===== src/rtl/uart_msg_arbiter.sv =====
// Round-robin arbiter that lets several message sources share one byte-wide uart.
// The granted buffer is latched and streamed MSB-byte-first, at most one byte every two cycles.
module uart_msg_arbiter #(
  parameter int NUM_REQ   = 2,
  parameter int MAX_BYTES = 37,
  parameter int LEN_W     = $clog2(MAX_BYTES + 1)
) (
  input  logic                                  clk,
  input  logic                                  reset,
  input  logic [NUM_REQ-1:0]                    req,
  input  logic [NUM_REQ-1:0][LEN_W-1:0]         req_len,
  input  logic [NUM_REQ-1:0][MAX_BYTES*8-1:0]   req_msg,
  output logic [NUM_REQ-1:0]                    grant,
  output logic [NUM_REQ-1:0]                    done,
  output logic                                  busy,
  output logic [7:0]                            data,
  output logic                                  data_valid,
  input  logic                                  uart_ready
);

  localparam int IDX_W = (NUM_REQ > 1) ? $clog2(NUM_REQ) : 1;
  localparam int MSG_W = MAX_BYTES * 8;

  typedef enum logic [1:0] {ST_IDLE, ST_SEND, ST_GAP, ST_DONE} state_t;

  state_t               state_reg, state_next;
  logic [NUM_REQ-1:0]   grant_reg, grant_next;
  logic [IDX_W-1:0]     sel_reg, sel_next;
  logic [IDX_W-1:0]     rr_reg, rr_next;
  logic [MSG_W-1:0]     buf_reg, buf_next;
  logic [LEN_W-1:0]     cnt_reg, cnt_next;
  logic [7:0]           data_reg, data_next;
  logic                 dv_reg, dv_next;

  logic [IDX_W-1:0]     pick;
  logic [LEN_W-1:0]     pick_len;
  logic [LEN_W-1:0]     pick_cnt;

  // Walk from the source just after the last winner; the lowest offset that is requesting wins.
  always_comb begin
    int cand;
    pick = '0;
    cand = 0;
    for (int i = NUM_REQ; i >= 1; i--) begin
      cand = int'(rr_reg) + i;
      if (cand >= NUM_REQ) cand = cand - NUM_REQ;
      if (req[IDX_W'(cand)]) pick = IDX_W'(cand);
    end
  end

  assign pick_len = req_len[pick];
  assign pick_cnt = (pick_len > LEN_W'(MAX_BYTES)) ? LEN_W'(MAX_BYTES) : pick_len;

  always_comb begin
    state_next = state_reg;
    grant_next = grant_reg;
    sel_next   = sel_reg;
    rr_next    = rr_reg;
    buf_next   = buf_reg;
    cnt_next   = cnt_reg;
    data_next  = data_reg;
    dv_next    = dv_reg;
    case (state_reg)
      ST_IDLE: begin
        if (|req) begin
          sel_next   = pick;
          grant_next = NUM_REQ'(1) << pick;
          buf_next   = req_msg[pick];
          cnt_next   = pick_cnt;
          state_next = (pick_cnt == '0) ? ST_DONE : ST_SEND;
        end
      end
      ST_SEND: begin
        if (uart_ready) begin
          data_next  = buf_reg[MSG_W-1 -: 8];
          dv_next    = 1'b1;
          buf_next   = buf_reg << 8;
          cnt_next   = cnt_reg - LEN_W'(1);
          state_next = ST_GAP;
        end
      end
      // The uart only drops ready one cycle after a strobe, so ready is ignored here.
      ST_GAP: begin
        dv_next    = 1'b0;
        state_next = (cnt_reg == '0) ? ST_DONE : ST_SEND;
      end
      ST_DONE: begin
        grant_next = '0;
        rr_next    = sel_reg;
        state_next = ST_IDLE;
      end
      default: state_next = ST_IDLE;
    endcase
  end

  always_ff @(posedge clk) begin
    if (reset) begin
      state_reg <= ST_IDLE;
      grant_reg <= '0;
      sel_reg   <= '0;
      rr_reg    <= IDX_W'(NUM_REQ - 1);
      buf_reg   <= '0;
      cnt_reg   <= '0;
      data_reg  <= '0;
      dv_reg    <= 1'b0;
    end else begin
      state_reg <= state_next;
      grant_reg <= grant_next;
      sel_reg   <= sel_next;
      rr_reg    <= rr_next;
      buf_reg   <= buf_next;
      cnt_reg   <= cnt_next;
      data_reg  <= data_next;
      dv_reg    <= dv_next;
    end
  end

  for (genvar gi = 0; gi < NUM_REQ; gi++) begin : g_done
    assign done[gi] = grant_reg[gi] & (state_reg == ST_DONE);
  end

  assign grant      = grant_reg;
  assign busy       = (state_reg != ST_IDLE);
  assign data       = data_reg;
  assign data_valid = dv_reg;

endmodule

===== config.mk =====
export PLATFORM = sky130hd
export DESIGN_NAME = uart_msg_arbiter
export DESIGN_NICKNAME = d
export VERILOG_FILES = /design/src/rtl/uart_msg_arbiter.sv
export SDC_FILE = /design/constraint.sdc
export NUM_CORES = 1
export LEC_CHECK = 0
export ABC_CLOCK_PERIOD_IN_PS = 1610
export CORE_AREA = 3 3 241 243
export CTS_CLUSTER_DIAMETER = 80
export DETAILED_ROUTE_END_ITERATION = 6
export DIE_AREA = 0 0 244 246
export PLACE_DENSITY_LB_ADDON = 0.12
export SLEW_MARGIN = 10
export SYNTH_ARGS = -nofsm -noshare
export SYNTH_HDL_FRONTEND = slang
export SYNTH_SLANG_ARGS = --single-unit

===== constraint.sdc =====
create_clock -name clk -period 1.61 [get_ports clk]
set_input_delay 0.322 -clock clk [delete_from_list [all_inputs] [get_ports clk]]
set_output_delay 0.322 -clock clk [all_outputs]
set_load 0.02 [all_outputs]

==> results.sh, run 1 <==
export IMPL_outcome="complete, but fails checks"
export IMPL_violations="design-rule violations, negative setup slack"
export IMPL_skew_ns=0.0212
export IMPL_place_area_sq_um=23800
export IMPL_drt_initial_drc_count=1206
export IMPL_first_global_vias=18200
export IMPL_p_per_area_nw_per_um2=943
export IMPL_worstMarginPinSlew_ns=0.723
export IMPL_hold_class="in2reg"
export IMPL_worstRegToRegCells=6
export IMPL_routed_wl_mm=74.5
export IMPL_gp_congestion=0.895
export IMPL_critPathArrivalTime_ns=2.20
export IMPL_start_util_pct=27.9
export IMPL_min_delay_start="reset"
export IMPL_netlist_area_sq_um=15700
export IMPL_setup_violations=296
export IMPL_syn_inst=2101
export IMPL_report_final_slew_viol_count=0
export IMPL_crit_buf_inv=2
export IMPL_critPathLaunchType="register"
export IMPL_drive_gt1_share_pct=15.9
export IMPL_crit_type="reg2reg"
export IMPL_worst_slack_ns=-0.110
export IMPL_drtAntennaViolNets=0
export IMPL_fill_cells=5490
export IMPL_crit_family="simple AND/OR/NAND/NOR gates"
export IMPL_final_hold_viol_count=0
export IMPL_finalCoreUtilization_pct=48.6
export IMPL_clk_path_buf_depth=3
export IMPL_avgSynthCellArea_sq_um=7.46
export IMPL_via_per_inst=5.14
export IMPL_fp_coreArea_sq_um=56200
export IMPL_clock_root_buffer="clkbuf_16"
export IMPL_antenna_found_initial=25
export IMPL_wl_per_cell_um=20.7
export IMPL_place_inst=3441
export IMPL_cts_sinks=317
export IMPL_timing_final_crit_share_pct=107
export IMPL_clkTransAtPathRegs_ns=0.06
export IMPL_drt_first_pass_iters=7
export IMPL_timing_rr_end="buf_reg[114]$_SDFFE_PP0P_"
export IMPL_seqCellArea_sq_um=6360
export IMPL_ys_types=46
export IMPL_min_period_ns=1.72
export IMPL_cts_tree="built"
export IMPL_grt_pass1_wl_mm=107
export IMPL_vdd_drop_max_v=0.000593
export IMPL_largest_reg_flops=296
export IMPL_multi_input_area_sq_um=9050
export IMPL_rsz0062_at_grt="yes"
export IMPL_die_w_um=244
export IMPL_startpoint="state_reg[0]$_SDFFE_PP0P_"
export IMPL_synth_edf_count=0
export IMPL_cp_max_fo=14
export IMPL_critical_path_cell_chain="nor2b_4 -> or3_4 -> nor2_8 -> buf_12 -> clkbuf_16 -> a22o_1"
export IMPL_cts_buffers=39
export IMPL_rr_startpoint="state_reg[0]$_SDFFE_PP0P_"
export IMPL_finalNonFillerCells=3594
export IMPL_endpoint_kind="register"
export IMPL_yosysSeqAreaShare_pct=40.5
export IMPL_dieHeight_um=246
export IMPL_synth_warnings=0
export IMPL_design_area_sq_um=27300
export IMPL_crit_slowest_cell="or3_4"
export IMPL_clock_fmax_mhz=581
export IMPL_worstPathRequired_ns=2.09
export IMPL_fin_nets=3398
export IMPL_dp_slack_ns=-0.824
export IMPL_grt_overflow=0
export IMPL_ctsHtreeMaxLevel=2
export IMPL_async_flop_share_pct=0
export IMPL_area_delta_synth_final_pct=74.1
export IMPL_clock_latency_ns=0.55
export IMPL_grt_use_total_pct=22.5
export IMPL_relSlewSlack_pct=51.6
export IMPL_drc=8
export IMPL_synth_net_count=2711
export IMPL_crit_cells=6
export IMPL_ys_ff_latch=317
export IMPL_total_power_mw=25.7
export IMPL_cpPeakStageDelay_ns=0.39
export IMPL_die_area_sq_um=60000
export IMPL_holdBufCountCts=0
export IMPL_synth_flop_cell="dfxtp_1"
export IMPL_p_leak_nw=11.4
export IMPL_rows=87
export IMPL_drv_cap=0
export IMPL_critPathCapture="buf_reg[114]$_SDFFE_PP0P_"
export IMPL_portBuffers=622
export IMPL_reg2reg_slack_ns=-0.11
export IMPL_vias=18500
export IMPL_ios=623
export IMPL_dpl_hpwl_mm=53.2
export IMPL_grt_max_degree=62
worst register-to-register path, stage by stage (launching register included):
cell and delay (ns):
dfxtp_4 0.37, nor2b_4 0.15, or3_4 0.39, nor2_8 0.17
buf_12 0.22, clkbuf_16 0.22, a22o_1 0.13
what timing repair did:
action	4_1_cts	5_1_grt
cloned	7	26
gates resized for setup	153	145
pin swaps	11	45
endpoints found under the setup margin	325	316
buffers inserted	18	13
cell usage in the layout, fill, tap and decap left out, types with 3 or more instances in the layout:
| cell | instances |
|---|---|
| clkdlybuf4s50_1 | 606 |
| nor3b_1 | 4 |
| bufinv_16 | 4 |
| clkbuf_1 | 5 |
| inv_1 | 5 |
| a31oi_1 | 260 |
| a31oi_2 | 26 |
| nand2_1 | 599 |
| o21ai_0 | 5 |
| a222oi_1 | 8 |
| a21oi_1 | 16 |
| buf_6 | 27 |
| buf_4 | 101 |
| clkinv_2 | 8 |
| dfxtp_1 | 313 |
| nor2_2 | 61 |
| mux2i_1 | 3 |
| clkbuf_8 | 7 |
| clkbuf_16 | 65 |
| clkinvlp_4 | 3 |
| nor3_1 | 4 |
| nor2_1 | 226 |
| a22o_1 | 288 |
| buf_8 | 14 |
| nor2b_4 | 3 |
| diode_2 | 22 |
| nor2_4 | 24 |
| buf_12 | 44 |
| clkdlybuf4s15_2 | 8 |
| buf_16 | 19 |
cell usage after synthesis, types with 2 or more instances:
cell,count,area [sq um]
a22o_1,288,2520
nand2_1,599,2250
o31a_1,2,17.5
o211ai_1,2,15.0
buf_4,11,82.6
nor2_1,310,1160
nor3b_1,4,30.0
buf_2,64,320
o311ai_0,2,17.5
buf_6,2,22.5
and2_1,2,12.5
mux2i_1,4,40.0
clkbuf_1,113,424
nand2b_1,3,18.8
a2111oi_0,3,26.3
and3_1,2,12.5
inv_1,6,22.5
a21oi_1,16,80.1
dfxtp_1,317,6350
a31oi_1,288,1800
nor3_1,7,35.0
nor2b_1,3,18.8
buf_1,12,45.0
a222oi_1,8,80.1
mux2_2,2,22.5
a211o_1,2,17.5
clkbuf_4,2,15.0
a2bb2oi_1,2,17.5
o21ai_0,7,35.0
o31ai_1,2,15.0
cell type report:
cell class | count | area share [%]
timing repair buffer | 850 | 34.9
multi-input combinational | 1574 | 33.2
sequential | 317 | 23.3
clock buffer | 52 | 4.09
tap | 756 | 3.47
clock inverter | 17 | 0.761
antenna | 22 | 0.202
inverter | 6 | 0.0825
routing by layer:
| layer | track usage (%) | vias to the layer above | share of wire, % |
|---|---|---|---|
| li1 | - | 8898 | - |
| met1 | 28.9 | 8830 | 42 |
| met2 | 37.3 | 632 | 49 |
| met3 | 4.04 | 117 | 5.9 |
| met4 | 9.19 | 6 | 2.9 |
| met5 | 0 | - | 0.050 |
through the flow:
step | TNS [ns] | hold WS [ns]
4_1_cts | -24.04 | 0.124
3_5_place_dp | -215.53 | 0.450
6_report | -16.28 | 0.180
2_1_floorplan | 0 | 0.432
5_1_grt | -35.37 | 0.158
3_3_place_gp | -203.26 | 0.447
logic make-up after synthesis:
logic type | count (synthesis) | synth area share [%]
fa+ha+maj | 1 | 0.0798
flops | 317 | 40.5
simple gates | 938 | 23.0
compound gates | 629 | 30.0
buf+inv | 210 | 5.95
mux | 6 | 0.399
how the worst min path moves through the flow:
stage,to,cells past startpoint,slack (ns)
2_1_floorplan,data[0]$_SDFFE_PP0P_,2,0.43
3_3_place_gp,data[0]$_SDFFE_PP0P_,2,0.45
3_5_place_dp,data[5]$_SDFFE_PP0P_,2,0.45
4_1_cts,cnt_reg[4]$_SDFFE_PP0P_,2,0.12
5_1_grt,cnt_reg[4]$_SDFFE_PP0P_,2,0.16
6_report,cnt_reg[2]$_SDFFE_PP0P_,2,0.18
report_power, final:
group	switching (mW)	internal (mW)	leakage [nW]
Clock	3.57	5.52	0.649
Sequential	0.669	8.87	2.62
Combinational	3.03	4.07	8.10
No activity file was read; power rests on OpenSTA's default activity.
==> run 2: changes to the inputs <==
--- a/config.mk
+++ b/config.mk
@@ -8,6 +8,7 @@
 export ABC_CLOCK_PERIOD_IN_PS = 1610
 export CORE_AREA = 3 3 241 243
 export CTS_CLUSTER_DIAMETER = 80
+export CTS_CLUSTER_SIZE = 28
 export DETAILED_ROUTE_END_ITERATION = 6
 export DIE_AREA = 0 0 244 246
 export PLACE_DENSITY_LB_ADDON = 0.12
==> run 2 against run 1 <==
Effect of this change:
- the flow still finishes with violations (design-rule violations, negative setup slack)
- register-to-register slack worse by 0.04 ns
- clock power down 23%
- combinational power down 4.8%
- critical path depth down 2
- setup slack worse by 0.039 ns
- worst hold slack worse by 0.033 ns
- largest cell class unchanged
- largest power group unchanged
==> results.sh, run 2 (same netlist as run 1, synthesis figures left out) <==
export IMPL_final_common_cell="clkdlybuf4s50_1"
export IMPL_multi_input_area_sq_um=8840
export IMPL_worstPathRequired_ns=2.04
export IMPL_report_final_slew_viol_count=0
export IMPL_clk_path_buf_depth=3
export IMPL_dpl_hpwl_mm=53.2
export IMPL_drv_cap=0
export IMPL_rsz0062_at_grt="yes"
export IMPL_vias=18200
export IMPL_grt_use_total_pct=22.6
export IMPL_min_path_cells=2
export IMPL_worstMarginPinSlew_ns=0.635
export IMPL_routed_wl_mm=73.6
export IMPL_reg2reg_slack_ns=-0.15
export IMPL_timing_rr_end="cnt_reg[2]$_SDFFE_PP0P_"
export IMPL_drt_initial_drc_count=1196
export IMPL_vdd_drop_max_v=0.000602
export IMPL_holdPathEnd="cnt_reg[4]$_SDFFE_PP0P_"
export IMPL_grt_pass1_wl_mm=108
export IMPL_critPathArrivalTime_ns=2.19
export IMPL_wl_per_cell_um=20.7
export IMPL_cts_buffers=24
export IMPL_grt_max_degree=60
export IMPL_ctsHtreeMaxLevel=1
export IMPL_total_power_mw=23.3
export IMPL_seqCellArea_sq_um=6360
export IMPL_p_leak_nw=11.0
export IMPL_cp_max_fo=5
export IMPL_dieHeight_um=246
export IMPL_ios=623
export IMPL_clkTransAtPathRegs_ns=0.10
export IMPL_place_area_sq_um=23800
export IMPL_design_area_sq_um=26400
export IMPL_endpoint_kind="register"
export IMPL_tns_ns=-23.41
export IMPL_start_util_pct=27.9
export IMPL_drc=17
export IMPL_p_per_area_nw_per_um2=882
export IMPL_cts_tree="built"
export IMPL_final_hold_viol_count=0
export IMPL_via_per_inst=5.13
export IMPL_rows=87
export IMPL_clock_fmax_mhz=569
export IMPL_relSlewSlack_pct=57.4
export IMPL_die_area_sq_um=60000
export IMPL_drt_first_pass_iters=7
export IMPL_timing_final_crit_share_pct=109
export IMPL_setup_violations=296
export IMPL_worst_slack_ns=-0.149
export IMPL_violations="design-rule violations, negative setup slack"
export IMPL_drtAntennaViolNets=0
export IMPL_worstRegToRegCells=4
export IMPL_crit_type="reg2reg"
export IMPL_die_w_um=244
export IMPL_grt_overflow=0
export IMPL_portBuffers=622
export IMPL_min_period_ns=1.76
export IMPL_fin_nets=3368
export IMPL_fill_cells=5599
export IMPL_cts_sinks=317
export IMPL_gp_congestion=0.895
export IMPL_rr_startpoint="state_reg[0]$_SDFFE_PP0P_"
export IMPL_critPathLaunchType="register"
export IMPL_hold_class="in2reg"
export IMPL_dp_slack_ns=-0.824
export IMPL_antenna_found_initial=24
export IMPL_fp_coreArea_sq_um=56200
export IMPL_holdBufCountCts=0
export IMPL_clock_latency_ns=0.59
export IMPL_clock_root_buffer="clkbuf_16"
export IMPL_skew_ns=0.0231
export IMPL_largest_reg_flops=296
export IMPL_area_delta_synth_final_pct=68.3
export IMPL_finalCoreUtilization_pct=47.0
export IMPL_final_cell_mix="clkdlybuf4s50_1, nand2_1, dfxtp_1"
export IMPL_drive_gt1_share_pct=13.4
export IMPL_outcome="complete, but fails checks"
export IMPL_first_global_vias=18100
export IMPL_min_delay_start="reset"
[run 2: cell count changes in the layout (fill, tap and decap cells not counted), moves of 6 or more]
cell and change:
buf_16 -7, bufbuf_16 +6, clkbuf_16 -31, clkbuf_8 -7, clkinv_2 -7, clkinv_8 +6
nor2_1 +45, nor2_2 -31, nor2_4 -14
[run 2: metal layers]
layer | global-route usage [%] | vias up | wire [um]
met2 | 37.7 | 642 | 35700
met4 | 8.23 | 4 | 2390
met3 | 3.71 | 108 | 4290
li1 | - | 8813 | -
met1 | 29.6 | 8649 | 31200
met5 | 0 | - | 27
[run 2: what timing repair did]
| item | CTS | global route |
|---|---|---|
| setup buffers | 15 | 10 |
| gates resized for setup | 133 | 98 |
| gates cloned | 13 | 10 |
| endpoints found under the setup margin | 325 | 315 |
| pin swaps | 28 | 56 |
[run 2: final cells by class]
type                    instances  share of cell area [%]
inverters                       6                  0.0854
clock inverters                20                    1.33
well taps                     756                    3.59
diodes                         22                   0.209
flip-flops and latches        317                    24.1
repair buffers                835                    34.9
multi-input cells            1574                    33.5
clock buffers                  24                    2.28
[run 2: stage by stage]
step | hold slack (ns) | std cells
after floorplan | 0.432 | 2101
after global placement | 0.447 | 3441
after detailed placement | 0.450 | 3441
after CTS | 0.0994 | 3513
after global routing | 0.124 | 3553
final | 0.147 | 3554
[run 2: worst max path at each step]
stage                                    from                         to  slack (ns)  cells after the start
floorplan           state_reg[1]$_SDFFE_PP0P_    buf_reg[1]$_SDFFE_PP0P_       0.005                      6
global placement                       req[0]    buf_reg[9]$_SDFFE_PP0P_       -0.80                      9
detailed placement                     req[0]    buf_reg[2]$_SDFFE_PP0P_       -0.82                      6
CTS                 state_reg[1]$_SDFFE_PP0P_                    done[1]       -0.16                      3
global route        state_reg[0]$_SDFFE_PP0P_  buf_reg[136]$_SDFFE_PP0P_       -0.21                      6
finish              state_reg[0]$_SDFFE_PP0P_    cnt_reg[2]$_SDFFE_PP0P_       -0.15                      4
[run 2: critical path, stage by stage, from the launching register on]
cell	delay [ns]
dfxtp_4	0.41
nor3_4	0.05
or3_4	0.46
a2111oi_0	0.55
a211oi_2	0.14
[run 2: power breakdown]
group	total, mW	switching [mW]	internal [mW]
clock network	7.04	3.87	3.16
logic	6.75	2.90	3.85
registers	9.48	0.628	8.85
==> run 3: changes to the inputs <==
--- a/config.mk
+++ b/config.mk
@@ -5,12 +5,12 @@
 export SDC_FILE = /design/constraint.sdc
 export NUM_CORES = 1
 export LEC_CHECK = 0
-export ABC_CLOCK_PERIOD_IN_PS = 1610
-export CORE_AREA = 3 3 241 243
+export ABC_CLOCK_PERIOD_IN_PS = 2200
+export CORE_AREA = 3 3 238 240
 export CTS_CLUSTER_DIAMETER = 80
 export CTS_CLUSTER_SIZE = 28
 export DETAILED_ROUTE_END_ITERATION = 6
-export DIE_AREA = 0 0 244 246
+export DIE_AREA = 0 0 241 243
 export PLACE_DENSITY_LB_ADDON = 0.12
 export SLEW_MARGIN = 10
 export SYNTH_ARGS = -nofsm -noshare
==> constraint.sdc (replaced) <==
create_clock -name clk -period 2.2 [get_ports clk]
set_input_delay 0.44 -clock clk [delete_from_list [all_inputs] [get_ports clk]]
set_output_delay 0.44 -clock clk [all_outputs]
set_load 0.02 [all_outputs]
==> run 3 against run 2 <==
Effect of this change:
- the run ends with design-rule violations left
- power fell by 31%
- global-route usage fell by 0.97 points
- non-clock buffer count fell by 97
- via count fell by 4.0%
- clock power fell by 30%
- critical path type is now reg2out
- critical endpoint is now done[0]
- largest power group unchanged
==> results.sh, run 3 (same netlist as run 1, synthesis figures left out) <==
export IMPL_area_delta_synth_final_pct=54.8
export IMPL_min_path_cells=2
export IMPL_routed_wl_mm=67.4
export IMPL_clock_root_buffer="clkbuf_16"
export IMPL_place_inst=3339
export IMPL_skew_ns=0.0354
export IMPL_holdPathEnd="buf_reg[7]$_SDFFE_PP0P_"
export IMPL_outcome="complete, but fails checks"
export IMPL_portBuffers=622
export IMPL_die_area_sq_um=58600
export IMPL_grt_max_degree=63
export IMPL_cp_max_fo=7
export IMPL_p_per_area_nw_per_um2=662
export IMPL_seqCellArea_sq_um=6350
export IMPL_start_util_pct=28.6
export IMPL_wl_per_cell_um=19.8
export IMPL_reg2reg_slack_ns=0.32
export IMPL_fin_nets=3270
export IMPL_dieHeight_um=243
export IMPL_p_leak_nw=10.2
export IMPL_cts_tree="built"
export IMPL_antenna_found_initial=19
export IMPL_vdd_drop_max_v=0.000451
export IMPL_fill_cells=5523
export IMPL_worstMarginPinSlew_ns=0.948
export IMPL_die_w_um=241
export IMPL_fp_coreArea_sq_um=54900
export IMPL_critPathArrivalTime_ns=1.71
export IMPL_clkTransAtPathRegs_ns=0.08
export IMPL_holdWs_ns=0.291
export IMPL_gp_congestion=0.914
export IMPL_grt_pass1_wl_mm=100
export IMPL_report_final_slew_viol_count=0
export IMPL_rr_startpoint="state_reg[1]$_SDFFE_PP0P_"
export IMPL_worstRegToRegCells=5
export IMPL_final_cell_mix="clkdlybuf4s50_1, nand2_1, dfxtp_1"
export IMPL_crit_type="reg2out"
export IMPL_worst_slack_ns=0.0548
export IMPL_hold_class="in2reg"
export IMPL_final_hold_viol_count=0
export IMPL_place_area_sq_um=23400
export IMPL_relSlewSlack_pct=36.6
export IMPL_clock_fmax_mhz=466
export IMPL_ctsHtreeMaxLevel=1
export IMPL_drive_gt1_share_pct=6.43
export IMPL_grt_overflow=0
export IMPL_setup_violations=0
export IMPL_vias=17500
export IMPL_drt_initial_drc_count=1095
export IMPL_design_area_sq_um=24300
export IMPL_dp_slack_ns=-0.199
export IMPL_min_period_ns=2.15
export IMPL_timing_final_crit_share_pct=97.5
export IMPL_critPathLaunchType="register"
export IMPL_finalNonFillerCells=3395
export IMPL_drv_cap=0
export IMPL_endpoint_kind="primary output"
export IMPL_cts_sinks=317
export IMPL_drtAntennaViolNets=0
export IMPL_min_delay_start="reset"
export IMPL_timing_rr_end="buf_reg[0]$_SDFFE_PP0P_"
export IMPL_final_common_cell="clkdlybuf4s50_1"
export IMPL_drc=5
export IMPL_drt_first_pass_iters=7
export IMPL_total_power_mw=16.1
export IMPL_cts_buffers=23
export IMPL_largest_reg_flops=296
export IMPL_first_global_vias=17200
export IMPL_violations="design-rule violations"
export IMPL_rows=86
export IMPL_clock_latency_ns=0.57
export IMPL_multi_input_area_sq_um=8430
export IMPL_grt_use_total_pct=21.7
export IMPL_cts_setup_buffers=0
export IMPL_finalCoreUtilization_pct=44.2
export IMPL_dpl_hpwl_mm=52.0
export IMPL_via_per_inst=5.15
export IMPL_worstPathRequired_ns=1.76
export IMPL_tns_ns=0
export IMPL_clk_path_buf_depth=3
export IMPL_ios=623
run 3: cell types whose count changed in the layout (fill, tap and decap cells not counted), moves of 8 or more:
cell | previous run | this run
buf_6 | 31 | 0
nor2_2 | 30 | 1
diode_2 | 22 | 14
nor2_4 | 10 | 1
a31oi_2 | 21 | 0
clkdlybuf4s15_2 | 8 | 0
buf_4 | 96 | 69
buf_8 | 11 | 0
buf_16 | 12 | 0
clkdlybuf4s50_1 | 606 | 618
clkbuf_16 | 34 | 23
nor2_1 | 271 | 309
a31oi_1 | 265 | 288
run 3: critical path: stages, from the launching register on:
cell and delay [ns]:
dfxtp_1 0.43, buf_4 0.19, and3_1 0.15, dlygate4sd2_1 0.38
run 3: repair_timing:
item	4_1_cts	5_1_grt
setup endpoints to repair	3	2
endpoints found under the hold margin	0	0
resized for setup	4	2
cloned	0	0
hold buffers	0	0
run 3: cell type report:
cell class              instances  share of cell area (%)
inverters                       6                  0.0928
clock buffers                  24                    2.39
multi-input cells            1574                    34.7
flip-flops and latches        317                    26.2
diodes                         14                   0.144
well taps                     704                    3.63
clock inverters                18                    1.22
repair buffers                738                    31.6
run 3: per-layer routing:
layer	routed length (um)	global-route usage (%)	up-vias
met2	32700	36.6	561
met1	29100	28.1	8226
met5	75	0	-
met4	1620	7.12	10
met3	3850	3.39	83
li1	-	-	8603
run 3: power breakdown:
group          switching [mW]  internal [mW]
combinational            1.88           2.33
sequential              0.429           6.48
clock                    2.65           2.31
run 3: worst max path at each step:
stage | from | endpoint | slack, ns | depth (start not counted)
final | state_reg[0]$_SDFFE_PP0P_ | done[0] | 0.05 | 3
after global routing | state_reg[0]$_SDFFE_PP0P_ | done[1] | -0.0008 | 3
after CTS | state_reg[1]$_SDFFE_PP0P_ | busy | 0.007 | 3
after detailed placement | req[0] | buf_reg[139]$_SDFFE_PP0P_ | -0.20 | 7
after global placement | req[0] | buf_reg[139]$_SDFFE_PP0P_ | -0.18 | 7
after floorplan | req[0] | buf_reg[215]$_SDFFE_PP0P_ | 0.53 | 7
